<file path="src/rtl/hni_txdat_pkg.sv">
// hni_txdat_pkg: state encodings, credit constants and the credit-return flit for the HNI TX data channel.
`ifndef CHIE_DAT_FLIT_WIDTH
`define CHIE_DAT_FLIT_WIDTH 128
`endif
package hni_txdat_pkg;
    typedef enum logic [1:0] {
        HNI_TXDAT_STOP   = 2'd0,
        HNI_TXDAT_RUN    = 2'd1,
        HNI_TXDAT_RETURN = 2'd2
    } hni_txdat_state_e;
    localparam int         DAT_FLIT_WIDTH            = `CHIE_DAT_FLIT_WIDTH;
    localparam logic [3:0] HNI_LL_CRD_INCDEC_ONE     = 4'd1;
    localparam logic [3:0] HNI_LL_MAX_CRD            = 4'd15;
    localparam logic [3:0] HNI_DAT_OPCODE_LCRDRETURN = 4'h0;
    localparam int         HNI_DAT_OPCODE_LSB        = 0;
    function automatic logic [DAT_FLIT_WIDTH-1:0] lcrd_return_flit();
        logic [DAT_FLIT_WIDTH-1:0] f;
        f = '0;
        f[HNI_DAT_OPCODE_LSB +: 4] = HNI_DAT_OPCODE_LCRDRETURN;
        return f;
    endfunction
endpackage

</file>
<file path="src/rtl/hni_ll_crd_cnt.sv">
// hni_ll_crd_cnt: saturating link-credit counter shared by the TX channels.
// HNI_TXDAT_CRD_OVF_CHK_EN enables the sticky overflow flag; otherwise ovf is tied low.
module hni_ll_crd_cnt
    import hni_txdat_pkg::*;
#(
    parameter int WIDTH = 4
) (
    input  logic             clk,
    input  logic             rst_n,
    input  logic             inc,
    input  logic             dec,
    output logic [WIDTH-1:0] cnt,
    output logic             ovf
);
    localparam logic [WIDTH-1:0] MAX = WIDTH'(HNI_LL_MAX_CRD);
    localparam logic [WIDTH-1:0] ONE = WIDTH'(HNI_LL_CRD_INCDEC_ONE);

    always_ff @(posedge clk or negedge rst_n) begin
        if (!rst_n)
            cnt <= '0;
        else if (inc && !dec && cnt != MAX)
            cnt <= cnt + ONE;
        else if (dec && !inc)
            cnt <= cnt - ONE;
    end

`ifdef HNI_TXDAT_CRD_OVF_CHK_EN
    logic sat_hit;
    assign sat_hit = inc && !dec && cnt == MAX;
    always_ff @(posedge clk or negedge rst_n) begin
        if (!rst_n)
            ovf <= 1'b0;
        else if (sat_hit)
            ovf <= 1'b1;
    end
`else
    assign ovf = 1'b0;
`endif
endmodule

</file>
<file path="src/rtl/hni_txdat.sv">
// hni_txdat: HNI TX data channel -- credit-gated flit issue plus credit return on link shutdown.
// Credit overflow flag is present only with HNI_TXDAT_CRD_OVF_CHK_EN.
module hni_txdat
    import hni_txdat_pkg::*;
#(
    parameter int HNI_LL_DAT_CRD_CNT_WIDTH = 4
) (
    input  logic                            clk,
    input  logic                            rst_n,
    input  logic                            txdat_link_run,
    input  logic                            txdat_valid_s0,
    input  logic [`CHIE_DAT_FLIT_WIDTH-1:0] txdatflit_s0,
    output logic                            txdat_ready_s0,
    input  logic                            txdatlcrdv,
    output logic                            txdatflitpend,
    output logic                            txdatflitv,
    output logic [`CHIE_DAT_FLIT_WIDTH-1:0] txdatflit,
    output logic                            txdat_ret_done,
    output logic                            txdat_crd_err
);
    hni_txdat_state_e state, state_nxt;
    logic [HNI_LL_DAT_CRD_CNT_WIDTH-1:0] crd_cnt;
    logic crd_avail, accept, ret_issue, issue;

    assign crd_avail      = crd_cnt != '0;
    assign txdat_ready_s0 = state == HNI_TXDAT_RUN && crd_avail;
    assign accept         = txdat_valid_s0 && txdat_ready_s0;
    assign ret_issue      = state == HNI_TXDAT_RETURN && crd_avail;
    assign issue          = accept || ret_issue;

    hni_ll_crd_cnt #(.WIDTH(HNI_LL_DAT_CRD_CNT_WIDTH)) u_crd_cnt (
        .clk  (clk),
        .rst_n(rst_n),
        .inc  (txdatlcrdv),
        .dec  (issue),
        .cnt  (crd_cnt),
        .ovf  (txdat_crd_err)
    );

    // RETURN holds while any credit remains or is still arriving.
    always_comb begin
        state_nxt = state == HNI_TXDAT_STOP ? (txdat_link_run ? HNI_TXDAT_RUN : HNI_TXDAT_STOP)
                  : state == HNI_TXDAT_RUN  ? (txdat_link_run ? HNI_TXDAT_RUN : HNI_TXDAT_RETURN)
                  : (!crd_avail && !txdatlcrdv) ? HNI_TXDAT_STOP : HNI_TXDAT_RETURN;
    end

    // pend follows the next state so it rises with RUN, ahead of any flitv.
    always_ff @(posedge clk or negedge rst_n) begin
        if (!rst_n) begin
            state          <= HNI_TXDAT_STOP;
            txdatflitpend  <= 1'b0;
            txdatflitv     <= 1'b0;
            txdatflit      <= '0;
            txdat_ret_done <= 1'b0;
        end else begin
            state          <= state_nxt;
            txdatflitpend  <= state_nxt != HNI_TXDAT_STOP;
            txdatflitv     <= issue;
            txdatflit      <= accept ? txdatflit_s0 : ret_issue ? lcrd_return_flit() : '0;
            txdat_ret_done <= state == HNI_TXDAT_RETURN && state_nxt == HNI_TXDAT_STOP;
        end
    end
endmodule
</file>
<file path="config.mk">
export PLATFORM = sky130hd
export DESIGN_NAME = hni_txdat
export DESIGN_NICKNAME = d
export VERILOG_FILES = /design/src/rtl/hni_txdat_pkg.sv /design/src/rtl/hni_ll_crd_cnt.sv /design/src/rtl/hni_txdat.sv
export SDC_FILE = /design/constraint.sdc
export NUM_CORES = 1
export LEC_CHECK = 0
export CORE_MARGIN = 4
export CORE_UTILIZATION = 39
export DETAILED_ROUTE_END_ITERATION = 16
export PLACE_DENSITY = 0.8
export REMOVE_ABC_BUFFERS = 1
export SLEW_MARGIN = 40
export SYNTH_ARGS = -nofsm -noshare
export SYNTH_HDL_FRONTEND = slang
export SYNTH_HIERARCHICAL = 1
export SYNTH_SLANG_ARGS = --single-unit
</file>
<file path="constraint.sdc">
create_clock -name clk -period 3.48 [get_ports clk]
set_input_delay 0.87 -clock clk [delete_from_list [all_inputs] [get_ports clk]]
set_output_delay 0.87 -clock clk [all_outputs]
set_load 0.005 [all_outputs]
</file>
# Word-level counts from Yosys, hierarchy flattened
# Index checks and enable logic that the tools add are counted.
# word_totals
wordCells	36
memories	0
ff_bits	137
rom_bits	0
latch_bits	0
mem_bits_rw	0
# classes
reduce_logical	17
n_addsub	2
mux	8
eq_ne	3
n_shift	0
mul	0
div	0
order_cmp	0
bitwise	0
# op_table
op	n
2-to-1 mux 128 bit	1
logical AND 1 bit	8
2-to-1 mux 2 bit	4
2-to-1 mux 4 bit	2
adder 4 x 1 -> 4 bit (second input constant)	1
logical NOT 2 bit	2
!= test 4 bit (second input constant)	1
nonzero test 2 bit	2
nonzero test 4 bit	1
subtractor 4 x 1 -> 4 bit (second input constant)	1
logical NOT 1 bit	3
== test 2 x 1 -> 1 bit (second input constant)	1
== test 2 bit (second input constant)	1
logical OR 1 bit	1
2-to-1 mux 1 bit	1

# Longest topological paths before layout
# depth
depth_word	8
ltp_mapped	10
depth_no_buf	8

# Cells and area by module
# The synthesis kept the hierarchy.
# by_module_without_submodules
module	cells_per_inst	area_each_um2	instances	seq_area_each_um2
hni_txdat	444	4718.3	1	3328.2
hni_ll_crd_cnt	21	269.0	1	100.1

# Worst setup path before layout
# Ideal clock, no wire load.
# synth_timing
path_type	reg-to-reg
startpoint	register u_crd_cnt.cnt[3]
endpoint	register u_crd_cnt.cnt[3]
required_ps	3401
stages_incl_launch_ff	11
slack_ps	878
arrival_time_ps	2523
path_cell_list	dfrtp_1 -> nor4_4 -> buf_2 -> buf_2 -> a21oi_1 -> nand3b_2 -> ha_1 -> a21o_2 -> a21oi_1 -> mux2i_1 -> xor2_1
# synth_between
elab_chain_len	8
elab_cells_between_ends	15
cone_classes	add/sub (2); eq/ne (1); mux (2); reduce/logical (10)
# synth_rtl
element	line	rtl
from (decl)	hni_ll_crd_cnt.sv:12	output logic [WIDTH-1:0] cnt,
from (signal assigned)	hni_ll_crd_cnt.sv:22	cnt <= cnt + ONE;
from (signal assigned)	hni_ll_crd_cnt.sv:24	cnt <= cnt - ONE;
nonzero test 4 bit (*)	hni_txdat.sv:25	assign crd_avail = crd_cnt != '0;
logical AND 1 bit	hni_txdat.sv:26	assign txdat_ready_s0 = state == HNI_TXDAT_RUN && crd_avail;
logical AND 1 bit	hni_txdat.sv:27	assign accept = txdat_valid_s0 && txdat_ready_s0;
logical OR 1 bit (*)	hni_txdat.sv:29	assign issue = accept || ret_issue;
named net issue	hni_txdat.sv:23	logic crd_avail, accept, ret_issue, issue;
logical NOT 1 bit	hni_ll_crd_cnt.sv:21	else if (inc && !dec && cnt != MAX)
logical AND 1 bit (2 in a row)	hni_ll_crd_cnt.sv:21	
2-to-1 mux 4 bit or nonzero test 2 bit (tied branches)	--	
# Mark *: on every way through the listed nets, which the timed path passes. The rest lies on a longest branch. The select of a mux whose other input is x is not followed.
# A chain may end at the register's enable or synchronous reset.

# Final worst setup path
# layout_timing
startpoint	register u_crd_cnt.cnt[3]
endpoint	output txdat_ready_s0
# layout_between
elab_chain_len	2
# layout_rtl
element	line	rtl
nonzero test 4 bit	hni_txdat.sv:25	
logical AND 1 bit	hni_txdat.sv:26	
to (decl)	hni_txdat.sv:13	output logic txdat_ready_s0,
# Every way passes these cells.

==> summary.txt <==
CTS
  – Inserted Clock Buffers: 17
  – Clk root buf: clkbuf_16
  – TritonCTS clock tree: yes
  – Max Root-Sink Buffers: 2
  – Clk_lat worst skew: 0.41 ns
  – CTS resizes: 0
  – H-Tree Depth: 4
  – Clock transition at path regs: about 0.050 ns
  – # hold bufs at CTS: 0
  – Setup bufs post-CTS: 0
  – Sink Count: 137

Yosys
  – Avg Cell Area, Syn: around 11 sq um
  – Seq/Total Area, Yosys: between 60 and 70%
  – Seq cells post-synth: 137
  – Synth top area cells: dfrtp_1, nor3_1, nand2_1
  – Largest area contributor in the synthesized netlist: dfrtp_1
  – Asr flop ratio synth: 100%
  – Post-synth top area share: 68.7%
  – EDFF count, synth: 0
  – Mapped Area: 0.00499 sq mm
  – Syn. warnings: 6
  – Most common cell in the netlist: dfrtp_1
  – Top_reg_cell synth: dfrtp_1
  – Post-Synthesis Cells: 465
  – Post-synth cell types: 26
  – Synth top cells by count: dfrtp_1, nor3_1, nand2_1

GRT
  – Largest net degree at the start of global routing: 94
  – Vias in the first global route: 4421
  – Gr ovfl total: 0
  – GRT Total Usage: between 20% and 30%
  – Initial antenna violation count: 1
  – First-pass GRT wire length: 23100 um

Timing
  – Pins Over Slew Limit: 0
  – Slew HR: 46.3%
  – Slew @ Worst Pin: 0.805 ns
  – Fin crit share: around four fifths
  – Final setup fails: 0
  – Tmin final: 2.79 ns
  – RSZ-0062 raised after global routing: no
  – Final Hold Violating Endpoints: 0
  – Max Clk Rate: around 360 MHz
  – Setup Skew: 0.00751 ns
  – Setup TNS: 0 ns

Drt
  – DR pass1 iterations: 4
  – Vias per cell: 4.81
  – WL/cell: 16.7 um
  – DRC: 0
  – Routed Antenna Nets: 0
  – WL final: 15000 um
  – DRT iter0 DRCs: 302
  – Vias: 4327

Power
  – Maximum vdd drop: 332 uV
  – NetSw: ~1.3 mW
  – Total power: between 4 and 5 mW
  – Pwr/cell area: 583 mW/mm^2
  – Static Leak: 3.67 nW
  – Clock network power share: 36.9%
  – Sw frac: 27.1%
  – Seq pwr share: 38.6%
  – Combinational power share: 24.5%
  – Pint: about 3.6 mW

Die
  – Row cnt: roughly 40
  – Die W: 121 um
  – Die H: roughly 120 um
  – Core area: 0.0126 sq mm
  – Die Area: 0.0147 sq mm
  – Starting Density: 39.7%
  – Io pins: 266

Place
  – GP Congestion: slightly above 0.7
  – HPWL after DPL: 10600 um
  – Port Buf Inserts: about 260

Setup path
  – Worst R2R Setup Slack: 0.90 ns
  – Critical path's largest stage delay: 0.51 ns
  – Crit Path Max Fanout: 4
  – Worst R2R Path Depth: 8
  – Worst-path cell chain: nor4_4, nor2_1, clkdlybuf4s50_1
  – CP Buf/Inv Count: 1
  – Crit Path Class: register to output pin
  – Crit path arrival time: between 1.5 and 2 ns
  – CP startpoint: u_crd_cnt/cnt[3]
  – Crit path launch type: register
  – Worst EP required: between 2 and 3 ns
  – FF-to-FF Start: u_crd_cnt/cnt[3]
  – Worst r2r dst: u_crd_cnt/cnt[3]
  – CP top delay family: simple AND/OR/NAND/NOR gates
  – Max stage delay cell, worst path: clkdlybuf4s50_1
  – Crit end category: output pin

Final layout
  – Layout area overhead: 67.8%
  – Reg area: 0.00343 sq mm
  – Multi-input logic area: 0.00138 sq mm
  – Share of cells above drive strength 1: 6.60%
  – Filler cells: roughly 980
  – Final #Nets: 850

Run
  – Max_cap viols: 0

Outcome
  – Status: complete, no violations

Worst hold path
  – Min-Delay Path Class: primary input to async pin
cells in the final DEF (no fill, tap or decap):
master	count
clkbuf_1	2
xor2_1	2
nor3_1	129
diode_2	1
clkbuf_16	17
clkinv_2	4
buf_6	2
a21oi_1	3
nand3b_2	1
clkdlybuf4s50_1	262
nand2b_1	2
ha_1	2
nor2_1	2
a211oi_1	1
nor2b_1	2
nand3b_1	1
nand2b_4	1
bufinv_16	2
mux2i_1	1
nand4_1	1
mux2_4	2
buf_4	7
clkinvlp_4	1
and2_4	1
and3b_1	1
clkbuf_8	6
xnor2_1	1
a21o_2	1
conb_1	1
dfrtp_1	137
nand2_1	128
buf_12	2
nor4_4	1
fa_1	1
worst register-to-register path: stages, from the launching register on:
cell	delay [ns]
dfrtp_1	0.43
nor4_4	0.46
a21oi_1	0.14
nand3b_2	0.30
ha_1	0.32
a21o_2	0.21
a21oi_1	0.20
mux2i_1	0.25
xor2_1	0.18
power groups by stage:
| stage | sequential [mW] | combinational (mW) | clock [mW] |
|---|---|---|---|
| after floorplan | 1.92 | 0.481 | 0 |
| after global routing | 1.91 | 1.30 | 1.91 |
| after CTS | 1.89 | 1.21 | 1.82 |
| final | 1.88 | 1.20 | 1.80 |
| after global placement | 1.90 | 1.17 | 0 |
| after detailed placement | 1.91 | 1.20 | 0 |
how the worst max path moves through the flow:
| stage | end | slack (ns) | cells after the start |
|---|---|---|---|
| 5_1_grt | txdat_ready_s0 | 0.60 | 3 |
| 2_1_floorplan | u_crd_cnt/cnt[3] | -1.86 | 8 |
| 3_3_place_gp | u_crd_cnt/cnt[3] | 0.80 | 7 |
| 6_report | txdat_ready_s0 | 0.69 | 3 |
| 3_5_place_dp | u_crd_cnt/cnt[3] | 0.67 | 7 |
| 4_1_cts | txdat_ready_s0 | 0.65 | 3 |
metal layers:
| layer | part of all wire [%] | routed length, um | global-route usage [%] |
|---|---|---|---|
| met5 | 0 | 0 | 0 |
| met1 | 36 | 5380 | 22.1 |
| met2 | 52 | 7750 | 35.6 |
| met3 | 9.7 | 1460 | 8.76 |
| met4 | 2.9 | 438 | 8.43 |
area by class of cell:
class / instances / share of cell area (%)
Antenna cell: 1 / 0.0299
Clock inverter: 7 / 1.05
Clock buffer: 25 / 6.16
Timing Repair Buffer: 273 / 32.7
Sequential cell: 137 / 41.0
Tap cell: 172 / 2.57
Multi-Input combinational cell: 285 / 16.5
cells by family after synthesis:
kind of cell             share of synthesized area (%)
buffers and inverters                             3.69
AND/OR/NAND/NOR                                   24.6
XOR/XNOR                                         0.527
adder cells (fa/ha/maj)                          0.903
AO/OA/AOI/OAI                                    0.627
other                                           0.0752
flip-flops                                        68.7
multiplexers                                     0.803
flip-flops by register name, indices dropped and copies added, names as in the netlist:
signal          cells
txdatflitpend       1
state               2
txdatflit         128
txdatflitv          1
u_crd_cnt/cnt       4
txdat_ret_done      1
metrics by stage:
stage / area [sq um] / cells / setup slack [ns] / util (%) / hold slack [ns]
after floorplan: 4800 / 422 / -1.86 / - / 0.497
after global placement: 7740 / 866 / 0.804 / 61.6 / 0.534
after detailed placement: 7740 / 866 / 0.667 / 61.6 / 0.561
after CTS: 8350 / 898 / 0.648 / 66.4 / 0.474
after global routing: 8370 / 900 / 0.596 / 66.6 / 0.491
final: 8370 / 900 / 0.691 / 66.6 / 0.447
Power figures use the tool's default switching activity.
